**config.mk**
```make
export PLATFORM = sky130hd
export DESIGN_NAME = fetch_unit
export DESIGN_NICKNAME = d
export VERILOG_FILES = /design/src/rtl/fetch_unit.sv
export SDC_FILE = /design/constraint.sdc
export NUM_CORES = 1
export LEC_CHECK = 0
export ABC_CLOCK_PERIOD_IN_PS = 9550
export BUFFER_PORTS_ARGS = -buffer_cell sky130_fd_sc_hd__clkbuf_2
export CAP_MARGIN = 20
export CORE_ASPECT_RATIO = 1.2
export CORE_MARGIN = 3
export CORE_UTILIZATION = 35
export DETAILED_ROUTE_END_ITERATION = 7
export PLACE_DENSITY = 0.51
export SLEW_MARGIN = 20
export SYNTH_ARGS = -nofsm -noshare
export SYNTH_HDL_FRONTEND = slang
export SYNTH_SLANG_ARGS = --single-unit
export TNS_END_PERCENT = 5
```
**constraint.sdc**
```tcl
create_clock -name clk -period 9.55 [get_ports clk]
set_clock_uncertainty 0.2 [all_clocks]
set_input_delay 0.955 -clock clk [delete_from_list [all_inputs] [get_ports clk]]
set_output_delay 0.955 -clock clk [all_outputs]
set_load 0.01 [all_outputs]
```
**src/rtl/fetch_unit.sv**
```systemverilog
// Instruction fetch stage: PC register, req/ack instruction-memory reader and a
// small FIFO presenting {instr_pc, instr} to the datapath over valid/ready.
module fetch_unit #(
  parameter logic [31:0] RESET_PC = 32'h0000_0000,
  parameter int          DEPTH    = 2
) (
  input  logic        clk,
  input  logic        reset,
  output logic        imem_req,
  output logic [31:0] imem_addr,
  input  logic        imem_ack,
  input  logic [31:0] imem_rdata,
  input  logic        redirect,
  input  logic [31:0] redirect_pc,
  output logic        instr_valid,
  output logic [31:0] instr,
  output logic [31:0] instr_pc,
  input  logic        instr_ready,
  output logic [1:0]  dbg_state
);

  // Handshakes: imem transfer on an edge with imem_req=1 and imem_ack=1, with
  // imem_req/imem_addr held stable until then; instr transfer on an edge with
  // instr_valid=1 and instr_ready=1. redirect overrides both in its cycle.

  localparam int PW = $clog2(DEPTH);
  localparam int CW = PW + 1;
  localparam logic [31:0] RESET_ALIGNED = {RESET_PC[31:2], 2'b00};

  typedef enum logic [1:0] {
    S_IDLE  = 2'd0,
    S_FETCH = 2'd1,
    S_DRAIN = 2'd2
  } state_t;

  state_t          r_state;
  logic            r_req;
  logic [31:0]     r_req_addr;
  logic [31:0]     r_fetch_pc;
  logic [31:0]     r_fifo_pc    [DEPTH];
  logic [31:0]     r_fifo_instr [DEPTH];
  logic [PW-1:0]   r_rd_ptr;
  logic [PW-1:0]   r_wr_ptr;
  logic [CW-1:0]   r_count;

  logic            w_ack;
  logic            w_push;
  logic            w_pop;
  logic            w_room;
  logic [CW-1:0]   w_count_next;
  logic [31:0]     w_redir_pc;
  logic [31:0]     w_next_pc;
  logic            w_unused;

  assign w_unused = ^redirect_pc[1:0];

  always_comb begin
    w_ack        = r_req & imem_ack;
    w_push       = (r_state == S_FETCH) & w_ack & ~redirect;
    w_pop        = (r_count != '0) & instr_ready & ~redirect;
    w_count_next = r_count;
    if (redirect) begin
      w_count_next = '0;
    end else if (w_push && !w_pop) begin
      w_count_next = r_count + 1'b1;
    end else if (!w_push && w_pop) begin
      w_count_next = r_count - 1'b1;
    end
    // Room is judged on the post-edge occupancy so a new request is only
    // launched when its data is guaranteed a free slot.
    w_room     = (w_count_next < CW'(DEPTH));
    w_redir_pc = {redirect_pc[31:2], 2'b00};
    w_next_pc  = r_fetch_pc + 32'd4;
  end

  always_ff @(posedge clk) begin
    if (!reset) begin
      r_state    <= S_IDLE;
      r_req      <= 1'b0;
      r_req_addr <= RESET_ALIGNED;
      r_fetch_pc <= RESET_ALIGNED;
    end else begin
      case (r_state)
        S_IDLE: begin
          r_state <= S_FETCH;
          if (redirect) r_fetch_pc <= w_redir_pc;
        end
        S_FETCH: begin
          if (redirect) begin
            r_fetch_pc <= w_redir_pc;
            if (r_req && !imem_ack) begin
              r_state <= S_DRAIN;
            end else begin
              r_req      <= 1'b1;
              r_req_addr <= w_redir_pc;
            end
          end else if (w_ack) begin
            r_fetch_pc <= w_next_pc;
            r_req      <= w_room;
            r_req_addr <= w_next_pc;
          end else if (!r_req && w_room) begin
            r_req      <= 1'b1;
            r_req_addr <= r_fetch_pc;
          end
        end
        S_DRAIN: begin
          // The stale request keeps imem_req high; its data is never pushed.
          if (redirect) r_fetch_pc <= w_redir_pc;
          if (w_ack) begin
            r_state    <= S_FETCH;
            r_req_addr <= redirect ? w_redir_pc : r_fetch_pc;
          end
        end
        default: r_state <= S_IDLE;
      endcase
    end
  end

  always_ff @(posedge clk) begin
    if (!reset) begin
      r_rd_ptr <= '0;
      r_wr_ptr <= '0;
      r_count  <= '0;
      for (int i = 0; i < DEPTH; i++) begin
        r_fifo_pc[i]    <= 32'h0;
        r_fifo_instr[i] <= 32'h0;
      end
    end else begin
      r_count <= w_count_next;
      if (redirect) begin
        r_rd_ptr <= '0;
        r_wr_ptr <= '0;
      end else begin
        if (w_push) begin
          r_fifo_pc[r_wr_ptr]    <= r_req_addr;
          r_fifo_instr[r_wr_ptr] <= imem_rdata;
          r_wr_ptr               <= r_wr_ptr + 1'b1;
        end
        if (w_pop) r_rd_ptr <= r_rd_ptr + 1'b1;
      end
    end
  end

  assign imem_req    = r_req;
  assign imem_addr   = r_req_addr;
  assign instr_valid = (r_count != '0);
  assign instr       = r_fifo_instr[r_rd_ptr];
  assign instr_pc    = r_fifo_pc[r_rd_ptr];
  assign dbg_state   = r_state;

endmodule

```
==> impl_metrics.tcl, run 1 <==
set metrics [dict create \
    synth_edf_count 128 \
    critical_path_class "in2reg" \
    num_io_pins 169 \
    clk_pin_slew_ns 0.07 \
    met2_length_mm 13.7 \
    cp-end-kind "flip-flop" \
    critPathBufInv 3 \
    cts_hold_buf 0 \
    area_delta_synth_final_pct 16.9 \
    ys_seq_area_share_pct 52.9 \
    yosysWarnings 0 \
    crit_fanout 51 \
    fp-row-count 67 \
    min_from "r_count[0]" \
    setup_violations 0 \
    max_cap_violations 0 \
    grt_setup_unrepaired "no" \
    syn_nets 1026 \
    internal_power_mw 1.60 \
    swShare_pct 33.3 \
    ant_nets 0 \
    top_layer_used "met4" \
    synth-seq-cells 200 \
    drc 0 \
    peakVddDrop_uv 98.1 \
    design_area_mm2 0.0117 \
    synth_cells 948 \
    ys_types 64 \
    synth_mux_area_share_pct 8.81 \
    avgRoutedWirePerCell_um 19.2 \
    grt_pass1_vias 7331 \
    clock_latency_ns 0.44 \
    die_area_mm2 0.0306 \
    path_cells "clkbuf_2, buf_4, nor2b_1, nand2_1, ha_1, nor2b_1, or4_1, a21boi_2, buf_4, o311ai_0, o221a_2" \
    grt_pass1_wl_mm 43.4 \
    cts_buffers 17 \
    synth_area_per_cell_um2 10.5 \
    start_util_pct 35.7 \
    synth_async_sr_flop_share_pct 0 \
    drive_gt1_share_pct 26.4 \
    die_h_um 191 \
    core_mm2 0.0280 \
    track_usage_pct 18.1 \
    total_leakage_power_nw 4.55 \
    synth_fa_ha_area_share_pct 1.13 \
    synthXorXnorAreaFrac_pct 1.23 \
    report.final.slew_viol_count 0 \
    synth_area_mm2 0.0100 \
    place_hpwl_mm 17.8 \
    h-tree-depth 4 \
    globalRouteOverflowTotal 0 \
    min_path_type "reg2reg" \
    wl_met3_mm 1.34 \
    globalplace.congestion 0.881 \
    r2r_start "dbg_state[0]" \
    num_antenna_cells 0 \
    period_needed_ns 3.91 \
    synth_top_family_by_area "simple AND/OR/NAND/NOR gates" \
    drt-initial-drc-count 656 \
    ctsRootBufferMaster "clkbuf_16" \
    port-buffer-count 166 \
    outcome "finished, final reports clean" \
    min_period_over_period_pct 40.9 \
    seq_power_share_pct 46.5 \
    fmax_ghz 0.256 \
    slew_headroom_pct 34.0 \
    clock-sinks 200 \
    first_pass_iters 5 \
    timing.setup.tns_ns 0 \
    dieWidth_um 160 \
    routed_wl_mm 28.0 \
    crit_family "simple AND/OR/NAND/NOR gates" \
    synthFlopType "edfxtp_1" \
    dpl-instance-area_mm2 0.0111 \
    via_per_inst 5.26 \
    cp_data_arrival_time_ns 4.04 \
    synth_compound_area_share_pct 12.3 \
    synth-simple-area-share_pct 20.0 \
    slowest_stage "or4_1" \
    combPwrFrac_pct 24.7 \
    cts_setup_buffers 0 \
    power.net_switching_uw 799 \
    worstPathRequired_ns 9.68 \
    vias 7676 \
    start_kind "primary input" \
    antenna_found_initial 0 \
    fillers 2854 \
    wl_met1_mm 12.5 \
    holdWs_ns 0.282 \
    final_nets 1144 \
    cts_tree "yes" \
    crit_start "redirect" \
    crit_path_max_incr_delay_ns 0.53 \
    p_per_area_mw_per_mm2 205 \
    stdcell_count 1458 \
    p_clk_share_pct 28.7 \
    post_cts_resized 0 \
    grt_start_max_net_pins 66 \
    hold_viol 0 \
    tightest_slew_ns 0.989 \
    ctsLongestPathBuffers 2 \
    dp_cells 1426 \
]
==> kinds of logic (layout without fill, tap and decap cells) <==
logic type	after synthesis	after routing
and+or+nand+nor	360	360
AOI/OAI and AO/OA	191	191
muxes	80	80
adders and majority gates	9	9
DFF	200	200
xor gates and xnor gates	14	14
buffers and inverters	94	225
==> per-layer routing <==
layer	up-vias	global-route usage (%)
met5	-	0
met4	0	5.04
met3	31	3.25
met2	236	30.5
met1	3704	24.1
li1	3705	-
==> final cells by class <==
| type | count | area [µm²] | share of cell area (%) |
|---|---|---|---|
| Inverter | 14 | 52.6 | 0.450 |
| Tap cell | 379 | 474 | 4.06 |
| Multi-Input combinational cell | 654 | 4400 | 37.6 |
| Clock inverter | 12 | 109 | 0.931 |
| Sequential cell | 200 | 5290 | 45.2 |
| Timing Repair Buffer | 179 | 928 | 7.94 |
| Clock buffer | 20 | 437 | 3.74 |
==> worst paths after layout <==
check                   to  slack (ns)  cells after the start
min reg2reg     r_count[0]        0.28                      2
min             r_count[0]        0.28                      2
max reg2reg  imem_addr[25]        5.77                     10
max          imem_addr[25]        5.64                     11
==> sequential cells by signal, indices dropped and copies added, names as in the netlist, named ones only <==
| signal | flops |
|---|---|
| r_wr_ptr | 1 |
| imem_addr | 32 |
| r_count | 2 |
| r_fifo_pc | 64 |
| r_rd_ptr | 1 |
| dbg_state | 2 |
| r_fifo_instr | 64 |
| imem_req | 1 |
| r_fetch_pc | 32 |
==> power by group through the flow <==
| stage | logic [mW] | registers [mW] | clock network, mW |
|---|---|---|---|
| after floorplan | 0.380 | 1.10 | 0 |
| after global placement | 0.594 | 1.13 | 0 |
| after detailed placement | 0.599 | 1.14 | 0 |
| after CTS | 0.601 | 1.12 | 0.711 |
| after global routing | 0.654 | 1.13 | 0.740 |
| final | 0.594 | 1.12 | 0.690 |
==> layout by cell type (no fill, tap or decap), types with 16 or more instances in the layout <==
master     instances
clkbuf_2         166
and2_1           137
edfxtp_1         128
dfxtp_1           71
mux2_2            64
nand2_1           61
o21ai_0           52
nor2_1            39
a21oi_1           33
nand3_1           25
a31oi_1           21
nor3_1            18
clkbuf_16         17
mux2i_1           16
==> cells in the mapped netlist, types with 14 or more instances <==
cell	count	area share [%]
nand2_1	61	2.3
a21oi_1	34	1.7
edfxtp_1	128	38
a22oi_1	14	1.1
mux2_2	64	7.2
nor4_1	15	0.94
o21ai_0	53	2.7
mux2i_1	16	1.6
nor2_1	39	1.5
nand3_1	25	1.3
dfxtp_1	72	14
nand4_1	14	0.88
a31oi_1	21	1.3
nor3_1	20	1.0
clkbuf_1	64	2.4
and3_1	14	0.88
and2_1	137	8.6
==> worst register-to-register path, cell delays in order (launching register included) <==
cell	delay (ns)
dfxtp_1	0.43
ha_1	0.36
nor2b_1	0.39
nand2_1	0.24
ha_1	0.29
nor2b_1	0.15
or4_1	0.53
a21boi_2	0.16
buf_4	0.41
o311ai_0	0.24
o221a_2	0.27
==> per-stage QoR <==
stage / setup slack (ns) / power, mW / util, %
final: 5.64 / 2.40 / 41.7
after global routing: 5.36 / 2.53 / 41.7
after CTS: 5.60 / 2.43 / 41.7
after detailed placement: 5.12 / 1.73 / 39.7
after global placement: 5.12 / 1.73 / 39.7
after floorplan: 2.91 / 1.48 / -
Note: power is estimated with default switching activity, not from simulation.
==> inputs of run 2 (changes only) <==
--- a/config.mk
+++ b/config.mk
@@ -5,14 +5,14 @@
 export SDC_FILE = /design/constraint.sdc
 export NUM_CORES = 1
 export LEC_CHECK = 0
-export ABC_CLOCK_PERIOD_IN_PS = 9550
+export ABC_CLOCK_PERIOD_IN_PS = 3520
 export BUFFER_PORTS_ARGS = -buffer_cell sky130_fd_sc_hd__clkbuf_2
 export CAP_MARGIN = 20
 export CORE_ASPECT_RATIO = 1.2
 export CORE_MARGIN = 3
 export CORE_UTILIZATION = 35
 export DETAILED_ROUTE_END_ITERATION = 7
-export PLACE_DENSITY = 0.51
+export PLACE_DENSITY = 0.53
 export SLEW_MARGIN = 20
 export SYNTH_ARGS = -nofsm -noshare
 export SYNTH_HDL_FRONTEND = slang
==> constraint.sdc (replaced) <==
create_clock -name clk -period 3.52 [get_ports clk]
set_clock_uncertainty 0.2 [all_clocks]
set_input_delay 0.352 -clock clk [delete_from_list [all_inputs] [get_ports clk]]
set_output_delay 0.352 -clock clk [all_outputs]
set_load 0.01 [all_outputs]
==> run 2 against run 1 <==
Clock-buffer cell count unchanged. Utilization increased by 1.7 points. Critical path depth decreased by 1. Routed wire length increased by 0.90%. Clock power increased to 2.8 times the previous value. Sequential share of layout area decreased by 1.8 points. First-iteration DRC count decreased by 12%. Die area unchanged. Non-clock buffer count increased by 48. Combinational power increased to 2.9 times the previous value. Final cell count increased by 3.3%.
==> impl_metrics.tcl, run 2 (same netlist as run 1, synthesis figures left out) <==
set metrics [dict create \
    grt_start_max_net_pins 65 \
    ctsRootBufferMaster "clkbuf_16" \
    cts_buffers 17 \
    worstPathRequired_ns 3.65 \
    drive_gt1_share_pct 26.9 \
    die_h_um 191 \
    rr_worst_depth 10 \
    dpl_worst_slack_ns 0.417 \
    holdWs_ns 0.0282 \
    cts_setup_buffers 0 \
    final_common_cell "clkbuf_2" \
    cp_data_arrival_time_ns 3.27 \
    clock-sinks 200 \
    critical_path_class "reg2reg" \
    vias 7825 \
    cp-end-kind "flip-flop" \
    crit_fanout 32 \
    period_needed_ns 3.14 \
    slowest_stage "or4_1" \
    via_per_inst 5.20 \
    clk_pin_slew_ns 0.07 \
    num_io_pins 169 \
    clock_latency_ns 0.45 \
    dieWidth_um 160 \
    routed_wl_mm 28.3 \
    first_pass_iters 5 \
    setup_violations 0 \
    globalRouteOverflowTotal 0 \
    path_cells "ha_1, nor2b_1, nand2_1, ha_1, nor2b_1, or4_1, a21boi_2, buf_12, o311ai_0, o221a_2" \
    final_cell_mix "clkbuf_2 (166), and2_1 (137), edfxtp_1 (128)" \
    hold_path_depth 2 \
    h-tree-depth 4 \
    avgRoutedWirePerCell_um 18.8 \
    drc 0 \
    postLayoutCoreUtil_pct 43.5 \
    crit_path_max_incr_delay_ns 0.52 \
    met2_length_mm 13.8 \
    fmax_ghz 0.319 \
    num_antenna_cells 0 \
    whs_endpoint "r_fifo_instr[1][12]" \
    core_mm2 0.0280 \
    outcome "finished, final reports clean" \
    wl_met1_mm 12.9 \
    layout_setup_ws_ns 0.382 \
    hold_viol 0 \
    grt_pass1_vias 7532 \
    timing.rr.end "imem_addr[25]" \
    ctsLongestPathBuffers 2 \
    place_hpwl_mm 18.4 \
    slew_headroom_pct 36.9 \
    p_per_area_mw_per_mm2 546 \
    total_leakage_power_nw 4.78 \
    fp-row-count 67 \
    max_cap_violations 0 \
    grt_pass1_wl_mm 44.3 \
    post_cts_resized 0 \
    tightest_slew_ns 0.947 \
    final_nets 1192 \
    track_usage_pct 18.6 \
    cts_hold_buf 32 \
    cts_tree "yes" \
    fillers 2800 \
    start_kind "flip-flop" \
    globalplace.congestion 0.826 \
    report.final.slew_viol_count 0 \
    area_delta_synth_final_pct 21.7 \
    top_layer_used "met4" \
    wl_met3_mm 1.21 \
    reg2reg_slack_ns 0.38 \
    start_util_pct 35.7 \
    crit_start "dbg_state[0]" \
    min_period_over_period_pct 89.1 \
    antenna_found_initial 0 \
    grt_setup_unrepaired "no" \
    drt-initial-drc-count 580 \
    ant_nets 0 \
    r2r_start "dbg_state[0]" \
    largest_registers "r_fifo_instr: 64 flops, r_fifo_pc: 64 flops" \
    total_power_mw 6.65 \
    min_from "imem_rdata[12]" \
    port-buffer-count 166 \
    min_path_type "in2reg" \
    die_area_mm2 0.0306 \
    peakVddDrop_uv 263 \
]
==> run 2: cell types whose count changed in the layout (fill, tap and decap cells not counted), moves of 3 or more <==
cell           previous run  this run
clkinv_4                  0         3
dlygate4sd3_1             0        32
buf_12                    0         3
buf_4                    13        26
clkinv_1                  6         2
==> run 2: where the power goes <==
group | switching [mW] | internal [mW]
registers | 0.287 | 2.74
logic | 1.05 | 0.666
clock network | 0.904 | 0.995
total | 2.24 | 4.40
==> run 2: how the worst max path moves through the flow <==
stage | to | depth (start not counted)
6_report | imem_addr[25] | 10
5_1_grt | imem_addr[6] | 10
4_1_cts | imem_addr[25] | 10
3_5_place_dp | imem_addr[25] | 10
3_3_place_gp | imem_addr[25] | 10
2_1_floorplan | r_fifo_instr[1][0] | 7
==> run 2: routing by layer <==
metal | vias to the layer above | global-route usage, %
li1 | 3801 | -
met1 | 3782 | 25.1
met2 | 218 | 30.8
met3 | 24 | 3.25
met4 | 0 | 5.08
met5 | - | 0
==> run 2: worst max-delay path, delay by kind of cell (launching register included) <==
family,cells,cell delay [ns]
AOI/OAI and AO/OA,3,0.62
adders and majority gates,2,0.47
buffers and inverters,1,0.21
DFF,1,0.44
and+or+nand+nor,4,1.08
==> run 2: metrics by stage <==
| step | setup TNS (ns) | std cells | cell area [µm²] |
|---|---|---|---|
| after floorplan | -21.32 | 948 | 10000 |
| after global placement | 0 | 1442 | 11300 |
| after detailed placement | 0 | 1442 | 11300 |
| after CTS | 0 | 1506 | 12200 |
| after global routing | 0 | 1506 | 12200 |
| final | 0 | 1506 | 12200 |
==> run 2: cell type report <==
class / count / area (µm²) / share of cell area (%)
Sequential cell: 200 / 5290 / 43.5
Inverter: 14 / 52.6 / 0.432
Clock inverter: 12 / 87.6 / 0.720
Timing Repair Buffer: 227 / 1410 / 11.6
Tap cell: 379 / 474 / 3.90
Multi-Input combinational cell: 654 / 4380 / 36.0
Clock buffer: 20 / 479 / 3.94
